===== config.mk =====
export PLATFORM = sky130hd
export DESIGN_NAME = scaler_h
export DESIGN_NICKNAME = d
export VERILOG_FILES = /design/src/rtl/scaler_h.sv
export SDC_FILE = /design/constraint.sdc
export NUM_CORES = 1
export LEC_CHECK = 0
export CAP_MARGIN = 0
export CORE_MARGIN = 5
export CORE_UTILIZATION = 67
export DETAILED_ROUTE_END_ITERATION = 10
export PLACE_DENSITY = 0.84
export RECOVER_POWER = 100
export SKIP_CTS_REPAIR_TIMING = 1
export SLEW_MARGIN = 20
export SYNTH_ARGS = -nofsm -noshare
export SYNTH_HDL_FRONTEND = slang
export SYNTH_SLANG_ARGS = --single-unit

===== constraint.sdc =====
create_clock -name clk -period 8.2 [get_ports clk]
set_clock_uncertainty 0.05 [all_clocks]
set_input_delay 1.64 -clock clk [delete_from_list [all_inputs] [get_ports clk]]
set_output_delay 1.64 -clock clk [all_outputs]
set_load 0.01 [all_outputs]

===== src/rtl/scaler_h.sv =====
// ============================================================================
// Module   : scaler_h
// Brief    : Horizontal linear-interpolation scaler on a de/hs/vs video stream.
//            Optional overrun flag port ovf_o enabled by SCALER_H_OVF_DET_EN.
// Revision : 1.0 - initial release
// ============================================================================
`default_nettype none

module scaler_h #(
    parameter int LINE_IN_SIZE_MAX = 1024,
    parameter int LINE_STEP        = 128,
    parameter int PIXEL_WIDTH      = 8,
    parameter int COE_WIDTH        = 8
) (
    input  logic                   clk,
    input  logic                   rst_n,
    input  logic [15:0]            line_in_size,
    input  logic [15:0]            scale_step,
    input  logic [PIXEL_WIDTH-1:0] di_i,
    input  logic                   de_i,
    input  logic                   hs_i,
    input  logic                   vs_i,
    output logic [PIXEL_WIDTH-1:0] do_o,
    output logic                   de_o,
    output logic                   hs_o,
`ifdef SCALER_H_OVF_DET_EN
    output logic                   ovf_o,
`endif
    output logic                   vs_o
);

    localparam int c_FRAC     = $clog2(LINE_STEP);
    localparam int c_CNT_W    = $clog2(LINE_IN_SIZE_MAX) + 1;
    localparam int c_COE_SH   = COE_WIDTH - c_FRAC;
    localparam int c_PROD_W   = PIXEL_WIDTH + COE_WIDTH + 1;
    localparam int c_POS_W    = ((c_CNT_W + c_FRAC) > 16 ? (c_CNT_W + c_FRAC) : 16) + 1;
    localparam int c_PIPE_LAT = 4;
    localparam logic [COE_WIDTH:0] c_ONE  = {1'b1, {COE_WIDTH{1'b0}}};
    localparam logic [c_PROD_W:0]  c_HALF = (c_PROD_W + 1)'(1) << (COE_WIDTH - 1);

    localparam logic [0:0] S_IDLE = 1'b0;
    localparam logic [0:0] S_LINE = 1'b1;

    logic [0:0]             r_state;
    logic [0:0]             w_state_nxt;
    logic                   w_line_act;

    logic                   r_hs_q;
    logic                   r_vs_q;
    logic [15:0]            r_size;
    logic [15:0]            r_step;
    logic [c_CNT_W-1:0]     r_cnt;
    logic [c_POS_W-1:0]     r_pos;
    logic [PIXEL_WIDTH-1:0] r_prev;
    logic [PIXEL_WIDTH-1:0] r_cur;

    logic                   w_hs_fall;
    logic                   w_vs_fall;
    logic                   w_run;
    logic [c_CNT_W-1:0]     w_cnt_cur;
    logic [15:0]            w_size_cur;
    logic                   w_accept;
    logic [31:0]            w_k32;
    logic [31:0]            w_cnt32;
    logic [31:0]            w_size32;
    logic                   w_in_range;
    logic                   w_repl;
    logic                   w_issue;
    logic                   w_skip;
    logic [c_POS_W-1:0]     w_pos_nxt;

    logic                   r_s1_vld;
    logic [PIXEL_WIDTH-1:0] r_s1_a;
    logic [PIXEL_WIDTH-1:0] r_s1_b;
    logic [c_FRAC-1:0]      r_s1_f;
    logic [COE_WIDTH-1:0]   w_coef;
    logic [COE_WIDTH:0]     w_wa;
    logic [COE_WIDTH:0]     w_wb;
    logic                   r_s2_vld;
    logic [c_PROD_W-1:0]    r_s2_pa;
    logic [c_PROD_W-1:0]    r_s2_pb;
    logic [c_PROD_W:0]      w_sum;
    logic                   r_de;
    logic [PIXEL_WIDTH-1:0] r_do;
    logic [c_PIPE_LAT-1:0]  r_hs_dly;
    logic [c_PIPE_LAT-1:0]  r_vs_dly;

    assign w_hs_fall = r_hs_q & ~hs_i;
    assign w_vs_fall = r_vs_q & ~vs_i;

    // Line FSM: state register / next state / outputs
    always_ff @(posedge clk) begin
        if (!rst_n) r_state <= S_IDLE;
        else        r_state <= w_state_nxt;
    end

    always_comb begin
        w_state_nxt = r_state;
        if (w_hs_fall)      w_state_nxt = S_LINE;
        else if (w_vs_fall) w_state_nxt = S_IDLE;
    end

    always_comb begin
        w_line_act = (r_state == S_LINE);
    end

    // Line parameters latch on the hs fall, so that cycle already uses the new ones
    assign w_cnt_cur  = w_hs_fall ? '0 : r_cnt;
    assign w_size_cur = w_hs_fall ? line_in_size : r_size;
    assign w_accept   = de_i & ~hs_i & (w_line_act | w_hs_fall)
                      & (32'(w_cnt_cur) <= 32'(w_size_cur));

    assign w_run      = w_line_act & ~w_hs_fall;
    assign w_k32      = 32'(r_pos >> c_FRAC);
    assign w_cnt32    = 32'(r_cnt);
    assign w_size32   = 32'(r_size);
    assign w_in_range = 32'(r_pos) <= (w_size32 << c_FRAC);
    assign w_repl     = (w_k32 == w_size32);
    // Pair regs hold in[cnt-2], in[cnt-1]; position k is served when cnt == k+2
    assign w_issue    = w_run & w_in_range
                      & ((w_cnt32 == w_k32 + 2) | (w_repl & (w_cnt32 == w_size32 + 1)));
    // Positions left behind by an overrun are stepped over without issuing
    assign w_skip     = w_run & (w_cnt32 > w_k32 + 2);
    assign w_pos_nxt  = (w_issue | w_skip) ? r_pos + c_POS_W'(r_step) : r_pos;

    always_ff @(posedge clk) begin
        if (!rst_n) begin
            r_hs_q <= 1'b0;
            r_vs_q <= 1'b0;
            r_size <= '0;
            r_step <= '0;
            r_cnt  <= '0;
            r_pos  <= '0;
            r_prev <= '0;
            r_cur  <= '0;
        end else begin
            r_hs_q <= hs_i;
            r_vs_q <= vs_i;
            if (w_hs_fall) begin
                r_size <= line_in_size;
                r_step <= scale_step;
                r_pos  <= '0;
            end else begin
                r_pos  <= w_pos_nxt;
            end
            r_cnt <= w_accept ? w_cnt_cur + c_CNT_W'(1) : w_cnt_cur;
            if (w_accept) begin
                r_prev <= r_cur;
                r_cur  <= di_i;
            end
        end
    end

    assign w_coef = COE_WIDTH'(r_s1_f) << c_COE_SH;
    assign w_wa   = c_ONE - {1'b0, w_coef};
    assign w_wb   = {1'b0, w_coef};
    assign w_sum  = {1'b0, r_s2_pa} + {1'b0, r_s2_pb} + c_HALF;

    always_ff @(posedge clk) begin
        if (!rst_n) begin
            r_s1_vld <= 1'b0;
            r_s1_a   <= '0;
            r_s1_b   <= '0;
            r_s1_f   <= '0;
            r_s2_vld <= 1'b0;
            r_s2_pa  <= '0;
            r_s2_pb  <= '0;
            r_de     <= 1'b0;
            r_do     <= '0;
            r_hs_dly <= '1;
            r_vs_dly <= '0;
        end else begin
            r_s1_vld <= w_issue;
            r_s1_a   <= w_repl ? r_cur : r_prev;
            r_s1_b   <= r_cur;
            r_s1_f   <= r_pos[c_FRAC-1:0];
            r_s2_vld <= r_s1_vld;
            r_s2_pa  <= c_PROD_W'(r_s1_a) * c_PROD_W'(w_wa);
            r_s2_pb  <= c_PROD_W'(r_s1_b) * c_PROD_W'(w_wb);
            r_de     <= r_s2_vld;
            r_do     <= r_s2_vld ? PIXEL_WIDTH'(w_sum >> COE_WIDTH) : '0;
            r_hs_dly <= {r_hs_dly[c_PIPE_LAT-2:0], hs_i};
            r_vs_dly <= {r_vs_dly[c_PIPE_LAT-2:0], vs_i};
        end
    end

    assign do_o = r_do;
    assign de_o = r_de;
    assign hs_o = r_hs_dly[c_PIPE_LAT-1];
    assign vs_o = r_vs_dly[c_PIPE_LAT-1];

`ifdef SCALER_H_OVF_DET_EN
    logic w_ovr;
    logic w_vs_rise;
    logic r_ovf;

    // Overrun: a pixel lands while the pair still has unserved positions
    assign w_ovr     = w_run & w_accept & (32'(w_pos_nxt >> c_FRAC) + 2 <= w_cnt32);
    assign w_vs_rise = ~r_vs_q & vs_i;

    always_ff @(posedge clk) begin
        if (!rst_n)         r_ovf <= 1'b0;
        else if (w_ovr)     r_ovf <= 1'b1;
        else if (w_vs_rise) r_ovf <= 1'b0;
    end

    assign ovf_o = r_ovf;
`endif

endmodule

`default_nettype wire

==> results of run 1 <==
[state kept, by name, summed over array words and instances (netlist names), 4 cells and up]
signal    flops
r_prev        8
r_s2_pa      15
r_size       16
r_vs_dly      4
r_cur         8
r_step       16
r_hs_dly      4
r_s2_pb      15
do_o          8
r_pos        19
r_s1_a        8
r_s1_b        8
r_s1_f        7
r_cnt        11
[cells by family after synthesis]
group,after synthesis
AND/OR/NAND/NOR,498
adder cells (fa/ha/maj),211
buffers and inverters,169
AO/OA/AOI/OAI,168
flip-flops,152
XOR/XNOR,77
multiplexers,43
[power by group through the flow]
| stage | logic [mW] | registers, mW | clock network (mW) |
|---|---|---|---|
| detailed placement | 0.116 | 0.776 | 0 |
| floorplan | 0.0748 | 0.771 | 0 |
| CTS | 0.117 | 0.759 | 0.830 |
| global placement | 0.114 | 0.776 | 0 |
| global route | 0.129 | 0.761 | 0.865 |
| finish | 0.117 | 0.760 | 0.822 |
[how the worst min path moves through the flow]
stage                                         to  slack (ns)
final                     r_hs_dly[3]$_SDFF_PN1_        0.36
after global routing      r_hs_dly[3]$_SDFF_PN1_        0.38
after CTS                 r_hs_dly[3]$_SDFF_PN1_        0.36
after detailed placement  r_hs_dly[3]$_SDFF_PN1_        0.34
after global placement    r_hs_dly[3]$_SDFF_PN1_        0.34
after floorplan           r_hs_dly[1]$_SDFF_PN1_        0.34
[layout by cell type, fill, tap and decap left out, types with 23 or more instances in the layout]
cell type        instances
nand2_1                129
mux2i_1                 43
and2_1                 106
and2_0                  40
xnor2_1                 53
a21oi_1                 48
nor3_1                  23
o21ai_0                 27
ha_1                   146
dfxtp_1                152
fa_1                    65
clkdlybuf4s50_1         42
nor2_1                  62
inv_1                  130
xor2_1                  24
nor2b_1                 53
[area by class of cell]
class / count / area [um2] / area share, %
multi-input cells: 997 / 7955 / 61.32
flip-flops and latches: 152 / 3043 / 23.45
well taps: 225 / 281.5 / 2.170
repair buffers: 62 / 585.6 / 4.513
clock inverters: 15 / 195.2 / 1.504
clock buffers: 17 / 425.4 / 3.279
inverters: 130 / 488.0 / 3.761
[worst register-to-register path, stage by stage (launching register included)]
cell and delay [ns]:
dfxtp_1 0.66, inv_1 0.13, ha_1 0.26, nand2_1 0.11
xor2_1 0.57, nand2_1 0.19, fa_1 0.50, fa_1 0.51
inv_1 0.07, fa_1 0.53, inv_1 0.05, fa_1 0.52
inv_1 0.04, ha_1 0.33, a2111oi_0 0.39, nor3_1 0.15
a31oi_1 0.27, o21ai_0 0.16, xnor2_1 0.14, and2_0 0.14
[metal layers]
metal	GRT usage, %	up-vias
met1	31.59	4238
met4	10.30	0
met5	0	-
met3	4.483	75
met2	47.80	265
li1	-	4468
[per-stage QoR]
| step | setup slack [ns] | hold slack [ns] |
|---|---|---|
| after global routing | 1.754 | 0.3845 |
| after floorplan | 3.160 | 0.3363 |
| after global placement | 2.371 | 0.3437 |
| after detailed placement | 2.240 | 0.3436 |
| final | 2.171 | 0.3575 |
| after CTS | 2.438 | 0.3579 |
==> flow_metrics.py, run 1 <==
metrics = {
    "critical_path": {
        "ff2ff_setup_slack_ns": 2.31,
        "arrival_ns": 6.31,
        "cp.depth": 12,
        "crit_buf_inv": 3,
        "cp_slowest_cell": "clkbuf_1",
        "worstPathCellList": "dlygate4sd3_1 -> nand2b_1 -> clkbuf_1 -> nand2_1 -> a2111o_1 -> o22ai_1 -> and4_1 -> and4b_1 -> nor3_1 -> clkbuf_1 -> or3_1 -> a21oi_1",
        "endpoint": "r_pos[17]$_SDFFE_PP0P_",
        "worstReg2RegEnd": "r_s2_pa[15]$_SDFF_PN0_",
        "crit_top_cell": "clkbuf_1",
        "cp-startpoint": "hs_i",
        "worstPathMaxFanout": 37,
        "cpPeakStageDelay_ns": 1.18,
        "crit_type": "input port to flip-flop",
        "cp-start-kind": "input port",
        "endpoint_kind": "flip-flop",
        "reg2reg_from": "r_s1_f[0]$_SDFF_PN0_",
        "reg2reg_depth": 19,
        "worstPathRequired_ns": 8.48,
        "critical-path-top-delay-family": "buffers and inverters",
    },
    "routing": {
        "ant_nets": 0,
        "wl_met1_um": 10550,
        "routed_wl_um": 25450,
        "first_pass_iters": 5,
        "top_layer": "met4",
        "drc_errors": 0,
        "wl_per_cell_um": 15.93,
        "drtIter0Drc": 487,
        "met2_length_um": 12900,
        "met3_length_um": 1121,
        "dr_total_vias": 9046,
        "vias_per_cell": 5.661,
    },
    "power_and_ir_drop": {
        "power_mw": 1.699,
        "p_seq_share_pct": 44.7,
        "powerDensity_mw_per_mm2": 131.0,
        "netSwitchingPower_mw": 0.4061,
        "leakage_nw": 6.062,
        "p_comb_share_pct": 6.9,
        "irDropWorstVdd_v": 0.0001315,
        "netSwitchingFraction_pct": 23.90,
        "p_clk_share_pct": 48.4,
        "p_int_mw": 1.293,
    },
    "clock_network": {
        "root_buffer": "clkbuf_16",
        "cts.sinks": 152,
        "cts_buffers": 17,
        "clkLatencyLatePin_ns": 0.43,
        "clkTransAtPathRegs_ns": 0.06,
        "htreeDepth": 4,
        "cts_buffer_depth": 2,
        "cts_tree": "yes",
    },
    "placement": {
        "io_buffers": 55,
        "place.gp.congestion": 0.9061,
        "hpwl_um": 19300,
        "placed_area_mm2": 0.01237,
        "place_inst": 1565,
    },
    "timing": {
        "setup_violations": 0,
        "fin_crit_ns": 6.029,
        "timing.final.crit_share_pct": 73.53,
        "max_freq_ghz": 0.1659,
        "slew_headroom_pct": -75.99,
        "timing.setup.tns_ns": 0,
        "hold_viol_final": 0,
        "grt_setup_unrepaired": "false",
        "worst_slew_pin_slew_ns": 2.640,
        "maxSlewViolCount": 169,
    },
    "synthesis": {
        "ys_ff_latch": 152,
        "ys_async_sr_fraction_pct": 0,
        "yosys.area.top_type": "dfxtp_1",
        "synthTopCellsByCount": "dfxtp_1, ha_1, and2_1",
        "synth-xor-area-share_pct": 5.788,
        "synth_edf_count": 0,
        "synth_top_family_by_area": "adder cells",
        "yosys.cell_count.top_type": "dfxtp_1",
        "synthTopCellsByArea": "dfxtp_1, ha_1, fa_1, and2_1, inv_1",
        "synthMuxAreaShare_pct": 3.694,
        "yosys_warnings": 0,
        "yosysSeqAreaShare_pct": 26.12,
        "synth_top_area_share_pct": 26.12,
        "synthAdderAreaFrac_pct": 26.85,
        "synthSimpleGateAreaFrac_pct": 22.57,
        "netlist_area_mm2": 0.01165,
        "synth.avg_cell_area_um2": 8.840,
        "synth.distinct_cells": 59,
        "yosys_most_used_dff": "dfxtp_1",
        "synth_fp_nets": 1574,
        "synth_compound_area_share_pct": 9.396,
        "syn_inst": 1318,
    },
    "finish": {
        "fin_nets": 1616,
        "filler_cell_count": 1259,
        "final_area_mm2": 0.01297,
        "drive_above_1_share_pct": 3.350,
        "utilization_pct": 75.53,
        "syn_to_final_growth_pct": 11.35,
        "stdcell_count": 1598,
        "num_antenna_cells": 0,
    },
    "floorplanning": {
        "die_h_um": 141.9,
        "core_mm2": 0.01718,
        "initial_core_util_pct": 67.83,
        "rows": 48,
        "boundaryPins": 56,
        "die-area_mm2": 0.02013,
        "fp.dieW_um": 141.9,
    },
    "worst_hold_path": {
        "whs_path_depth": 1,
        "hp-start": "r_hs_dly[2]$_SDFF_PN1_",
        "hp-class": "flip-flop to flip-flop",
    },
    "global_routing": {
        "grtUsageTotal_pct": 26.58,
        "grt_pass1_wl_um": 43530,
        "antenna_found_initial": 0,
        "grt_pass1_vias": 9158,
        "grt_max_degree": 77,
        "grt_overflow": 0,
    },
    "outcome": {
        "violations": "max-capacitance violations, max-slew violations",
        "status": "complete, but fails checks",
    },
    "run": {
        "drv_cap": 3,
    },
}
No activity file was read; power rests on OpenSTA's default activity.
==> run 2: changes to the inputs <==
--- a/config.mk
+++ b/config.mk
@@ -7,9 +7,9 @@
 export LEC_CHECK = 0
 export CAP_MARGIN = 0
 export CORE_MARGIN = 5
-export CORE_UTILIZATION = 67
+export CORE_UTILIZATION = 56
 export DETAILED_ROUTE_END_ITERATION = 10
-export PLACE_DENSITY = 0.84
+export PLACE_DENSITY = 0.75
 export RECOVER_POWER = 100
 export SKIP_CTS_REPAIR_TIMING = 1
 export SLEW_MARGIN = 20
==> constraint.sdc (replaced) <==
create_clock -name clk -period 5.5 [get_ports clk]
set_clock_uncertainty 0.05 [all_clocks]
set_input_delay 1.1 -clock clk [delete_from_list [all_inputs] [get_ports clk]]
set_output_delay 1.1 -clock clk [all_outputs]
set_load 0.01 [all_outputs]
==> run 2 against run 1 <==
Net effect: the flow still finishes with violations (max-capacitance violations, max-slew violations); global-route usage decreased by 5.1 points; critical path type unchanged; non-clock buffer count up 9; largest cell class unchanged; routed wire length decreased by 2.4%; critical endpoint is now r_cur[3]$_SDFFE_PN0P_.
==> flow_metrics.py, run 2 (synthesis results as in run 1) <==
metrics = {
    "finish": {
        "top_regs": "r_pos (19), r_size (16), r_step (16)",
        "utilization_pct": 64.40,
        "num_antenna_cells": 0,
        "regArea_mm2": 0.003044,
        "fin_nets": 1625,
        "regMostFlops": "r_pos",
        "drive_above_1_share_pct": 4.342,
        "filler_cell_count": 1716,
        "final_common_cell": "dfxtp_1",
        "syn_to_final_growth_pct": 12.55,
        "most-common-layout-cells": "dfxtp_1, ha_1, inv_1",
        "largest_register_ff_count": 19,
        "multiInputGateArea_mm2": 0.007991,
    },
    "critical_path": {
        "worstPathCellList": "dlygate4sd3_1 -> nand2b_1 -> and2_0 -> ha_1 -> nor2b_1 -> o21a_1 -> o21a_1 -> o21bai_1 -> a31oi_1 -> o21ai_0 -> clkbuf_1 -> and2_0 -> clkbuf_2 -> mux2i_1 -> nor2b_1",
        "worstReg2RegEnd": "r_s2_pa[15]$_SDFF_PN0_",
        "cpPeakStageDelay_ns": 0.77,
        "worstPathMaxFanout": 16,
        "critical-path-top-delay-family": "buffers and inverters",
        "reg2reg_from": "r_s1_f[1]$_SDFF_PN0_",
        "crit_buf_inv": 3,
        "endpoint_kind": "flip-flop",
        "cp_slowest_cell": "dlygate4sd3_1",
        "crit_type": "input port to flip-flop",
        "arrival_ns": 5.44,
        "worstPathRequired_ns": 5.77,
        "reg2reg_depth": 19,
        "cp-start-kind": "input port",
        "ff2ff_setup_slack_ns": 0.41,
    },
    "timing": {
        "hold_viol_final": 0,
        "slew_headroom_pct": -60.58,
        "setup_violations": 0,
        "grt_setup_unrepaired": "false",
        "fin_crit_ns": 5.171,
        "maxSlewViolCount": 131,
        "timing.setup.tns_ns": 0,
        "worst_slew_pin_slew_ns": 2.409,
        "timing.final.crit_share_pct": 94.02,
        "max_freq_ghz": 0.1934,
    },
    "clock_network": {
        "clkTransAtPathRegs_ns": 0.06,
        "root_buffer": "clkbuf_16",
        "cts_tree": "yes",
        "cts_buffer_depth": 2,
        "cts_buffers": 17,
        "clkLatencyLatePin_ns": 0.44,
        "htreeDepth": 4,
        "cts.sinks": 152,
    },
    "routing": {
        "dr_total_vias": 8866,
        "wl_per_cell_um": 15.04,
        "routed_wl_um": 24840,
        "vias_per_cell": 5.367,
        "ant_nets": 0,
        "drtIter0Drc": 449,
        "drc_errors": 0,
        "first_pass_iters": 6,
    },
    "floorplanning": {
        "rows": 52,
        "core_mm2": 0.02036,
        "initial_core_util_pct": 57.21,
        "die-area_mm2": 0.02379,
        "fp.dieW_um": 154.2,
        "die_h_um": 154.2,
        "boundaryPins": 56,
    },
    "outcome": {
        "violations": "max-capacitance violations, max-slew violations",
        "status": "complete, but fails checks",
    },
    "global_routing": {
        "grt_pass1_vias": 8923,
        "grt_overflow": 0,
        "grtUsageTotal_pct": 21.50,
        "antenna_found_initial": 0,
        "grt_max_degree": 71,
        "grt_pass1_wl_um": 42280,
    },
    "run": {
        "drv_cap": 2,
    },
    "worst_hold_path": {
        "hp-class": "flip-flop to flip-flop",
        "hp-start": "r_hs_dly[2]$_SDFF_PN1_",
        "whs_path_depth": 1,
        "holdPathEnd": "r_hs_dly[3]$_SDFF_PN1_",
    },
    "placement": {
        "place.gp.congestion": 0.8850,
        "hpwl_um": 19020,
        "io_buffers": 55,
    },
    "power_and_ir_drop": {
        "leakage_nw": 6.139,
        "powerDensity_mw_per_mm2": 191.7,
        "irDropWorstVdd_v": 0.0001935,
    },
}
==> run 2: final cells by class <==
type                       instances  share of cell area, %
clock inverter                    13                  1.212
sequential                       152                  23.21
multi-input combinational        997                  60.94
tap                              270                  2.576
inverter                         130                  3.721
clock buffer                      19                  3.378
timing repair buffer              71                  4.961
==> run 2: layer usage <==
metal  global-route usage, %  vias up  share of wire [%]
li1                        -     4476                  -
met1                   26.05     4160                 44
met2                   38.23      176                 49
met3                   3.828       54                4.1
met4                   7.780        0                2.9
met5                       0        -                  0
==> run 2: where the power goes <==
part / switching, mW / internal (mW)
logic: 0.0878 / 0.0877
clock network: 0.512 / 0.695
registers: 0.0154 / 1.12
total: 0.616 / 1.90
==> run 2: how the worst max path moves through the flow <==
stage                                  end            startpoint  slack (ns)  cells past startpoint
floorplan           r_s2_pa[15]$_SDFF_PN0_  r_s1_f[1]$_SDFF_PN0_        0.46                     20
global placement    r_s2_pa[15]$_SDFF_PN0_  r_s1_f[0]$_SDFF_PN0_        0.26                     18
detailed placement  r_s2_pa[15]$_SDFF_PN0_  r_s1_f[0]$_SDFF_PN0_        0.14                     18
CTS                 r_s2_pa[15]$_SDFF_PN0_  r_s1_f[0]$_SDFF_PN0_        0.14                     18
global route        r_s2_pa[15]$_SDFF_PN0_  r_s1_f[1]$_SDFF_PN0_        0.03                     19
finish               r_cur[3]$_SDFFE_PN0P_                  hs_i        0.33                     15
==> run 2: per-stage QoR <==
step           hold WS, ns  cell area [um2]  total power, mW  instances  setup slack [ns]
5_1_grt             0.3791            13110            2.602       1652           0.02527
2_1_floorplan       0.3363            11650            1.262       1318            0.4605
6_report            0.3687            13110            2.514       1652            0.3289
4_1_cts             0.3714            13100            2.535       1650            0.1369
3_3_place_gp        0.3474            12500            1.329       1618            0.2593
3_5_place_dp        0.3528            12500            1.333       1618            0.1438
==> run 2: worst register-to-register path, delay by kind of cell (launching register included) <==
kind	cells	cell delay [ns]
and+or+nand+nor	6	1.09
xor gates and xnor gates	2	0.27
DFF	1	0.36
AOI/OAI and AO/OA	2	0.38
adders and majority gates	6	2.59
buffers and inverters	3	0.21
==> run 3: changes to the inputs <==
--- a/config.mk
+++ b/config.mk
@@ -9,10 +9,11 @@
 export CORE_MARGIN = 5
 export CORE_UTILIZATION = 56
 export DETAILED_ROUTE_END_ITERATION = 10
+export GPL_TIMING_DRIVEN = 0
 export PLACE_DENSITY = 0.75
 export RECOVER_POWER = 100
 export SKIP_CTS_REPAIR_TIMING = 1
-export SLEW_MARGIN = 20
+export SLEW_MARGIN = 5
 export SYNTH_ARGS = -nofsm -noshare
 export SYNTH_HDL_FRONTEND = slang
 export SYNTH_SLANG_ARGS = --single-unit
==> run 3 against run 2 <==
Net effect: the flow now finishes without violations; total power decreased by 0.98%; core utilization up 0.42 points; routed wire length rose by 6.4%; worst hold slack worse by 0.017 ns; critical path depth rose by 4; non-clock buffer count grew 20; sequential power is essentially flat; die area is the same; global-route usage grew 0.94 points; critical path type is now flip-flop to flip-flop.
==> flow_metrics.py, run 3 (synthesis results as in run 1) <==
metrics = {
    "routing": {
        "ant_nets": 0,
        "vias_per_cell": 5.402,
        "routed_wl_um": 26420,
        "wl_per_cell_um": 15.80,
        "first_pass_iters": 5,
        "drtIter0Drc": 485,
        "drc_errors": 0,
        "dr_total_vias": 9032,
    },
    "finish": {
        "stdcell_count": 1672,
        "filler_cell_count": 1681,
        "most-common-layout-cells": "dfxtp_1, ha_1, and2_1",
        "top_regs": "r_pos (19), r_size (16), r_step (16)",
        "drive_above_1_share_pct": 4.422,
        "final_area_mm2": 0.01320,
        "num_antenna_cells": 0,
        "regMostFlops": "r_pos",
        "fin_nets": 1645,
        "final_common_cell": "dfxtp_1",
        "syn_to_final_growth_pct": 13.30,
        "largest_register_ff_count": 19,
    },
    "critical_path": {
        "arrival_ns": 5.55,
        "crit_type": "flip-flop to flip-flop",
        "endpoint_kind": "flip-flop",
        "worstPathMaxFanout": 10,
        "worstPathRequired_ns": 5.78,
        "cp-start-kind": "flip-flop",
    },
    "clock_network": {
        "clkTransAtPathRegs_ns": 0.07,
        "cts_buffer_depth": 2,
        "root_buffer": "clkbuf_16",
        "cts.sinks": 152,
        "htreeDepth": 4,
        "cts_tree": "yes",
        "clkLatencyLatePin_ns": 0.44,
        "cts_buffers": 17,
    },
    "timing": {
        "timing.setup.tns_ns": 0,
        "slew_headroom_pct": 12.66,
        "setup_violations": 0,
        "fin_crit_ns": 5.262,
        "max_freq_ghz": 0.1900,
        "hold_viol_final": 0,
        "maxSlewViolCount": 0,
        "timing.final.crit_share_pct": 95.67,
        "hold_slack_ns": 0.3519,
        "worst_slew_pin_slew_ns": 1.299,
    },
    "global_routing": {
        "antenna_found_initial": 0,
        "grt_max_degree": 18,
        "grt_pass1_vias": 9109,
        "grtUsageTotal_pct": 22.44,
        "grt_pass1_wl_um": 43590,
        "grt_overflow": 0,
    },
    "placement": {
        "place.gp.congestion": 0.9099,
        "io_buffers": 54,
        "place_inst": 1642,
        "hpwl_um": 20790,
        "placed_area_mm2": 0.01254,
    },
    "floorplanning": {
        "rows": 52,
        "core_mm2": 0.02036,
        "die-area_mm2": 0.02379,
        "initial_core_util_pct": 57.21,
        "boundaryPins": 56,
        "fp.dieW_um": 154.2,
        "die_h_um": 154.2,
    },
    "power_and_ir_drop": {
        "leakage_nw": 6.178,
        "irDropWorstVdd_v": 0.0002067,
        "power_mw": 2.490,
        "netSwitchingPower_mw": 0.6672,
        "netSwitchingFraction_pct": 26.80,
        "p_int_mw": 1.822,
        "p_comb_share_pct": 7.3,
        "p_clk_share_pct": 47.3,
        "p_seq_share_pct": 45.5,
        "powerDensity_mw_per_mm2": 188.6,
    },
    "worst_hold_path": {
        "hp-class": "flip-flop to flip-flop",
    },
    "run": {
        "drv_cap": 0,
    },
    "outcome": {
        "status": "completed",
    },
}
[run 3: worst paths after layout]
| check | start | end | slack, ns | depth (start not counted) |
|---|---|---|---|---|
| worst max-delay path | r_s1_f[3]$_SDFF_PN0_ | r_s2_pa[15]$_SDFF_PN0_ | 0.24 | 19 |
| worst min-delay path | r_hs_dly[0]$_SDFF_PN1_ | r_hs_dly[1]$_SDFF_PN1_ | 0.35 | 1 |
| worst max register to register | r_s1_f[3]$_SDFF_PN0_ | r_s2_pa[15]$_SDFF_PN0_ | 0.24 | 19 |
| worst min register to register | r_hs_dly[0]$_SDFF_PN1_ | r_hs_dly[1]$_SDFF_PN1_ | 0.35 | 1 |
[run 3: cell type report]
class	instances	area [um2]	area share [%]
multi-input cells	997	8030	60.83
flip-flops and latches	152	3047	23.08
repair buffers	54	540.5	4.095
inverters	130	488.0	3.697
clock buffers	18	439.2	3.327
well taps	270	337.8	2.559
clock inverters	14	158.9	1.204
plain buffers	37	158.9	1.204
[run 3: through the flow]
| step | setup slack (ns) | util (%) |
|---|---|---|
| floorplan | 0.4605 | - |
| global placement | -0.3209 | 61.53 |
| detailed placement | -0.4489 | 61.56 |
| CTS | -0.3086 | 64.49 |
| global route | -0.07482 | 64.82 |
| finish | 0.2380 | 64.82 |
[run 3: layer usage]
layer	GRT usage, %	up-vias	wire [um]
met5	0	-	0
met4	7.990	0	806
met3	3.828	53	1000
met2	41.10	201	13240
met1	26.34	4268	11370
li1	-	4510	-
[run 3: power by group through the flow]
stage / sequential, mW / clock, mW / combinational, mW
after floorplan: 1.15 / 0 / 0.112
after global placement: 1.16 / 0 / 0.177
after detailed placement: 1.16 / 0 / 0.180
after CTS: 1.13 / 1.20 / 0.182
after global routing: 1.13 / 1.24 / 0.200
final: 1.13 / 1.18 / 0.181
[run 3: worst max-delay path, cell delays in order (launching register included)]
cell and delay [ns]:
dfxtp_2 0.40, nor2_1 0.21, nand3_1 0.18, nor2_1 0.23, xnor2_2 0.24, nand2_1 0.13
fa_1 0.47, fa_1 0.51, inv_1 0.06, fa_1 0.54, inv_1 0.06, fa_1 0.52
inv_1 0.04, ha_1 0.35, a2111oi_2 0.31, nor3_1 0.13, a31oi_1 0.28, o21ai_0 0.16
xnor2_1 0.14, and2_1 0.15
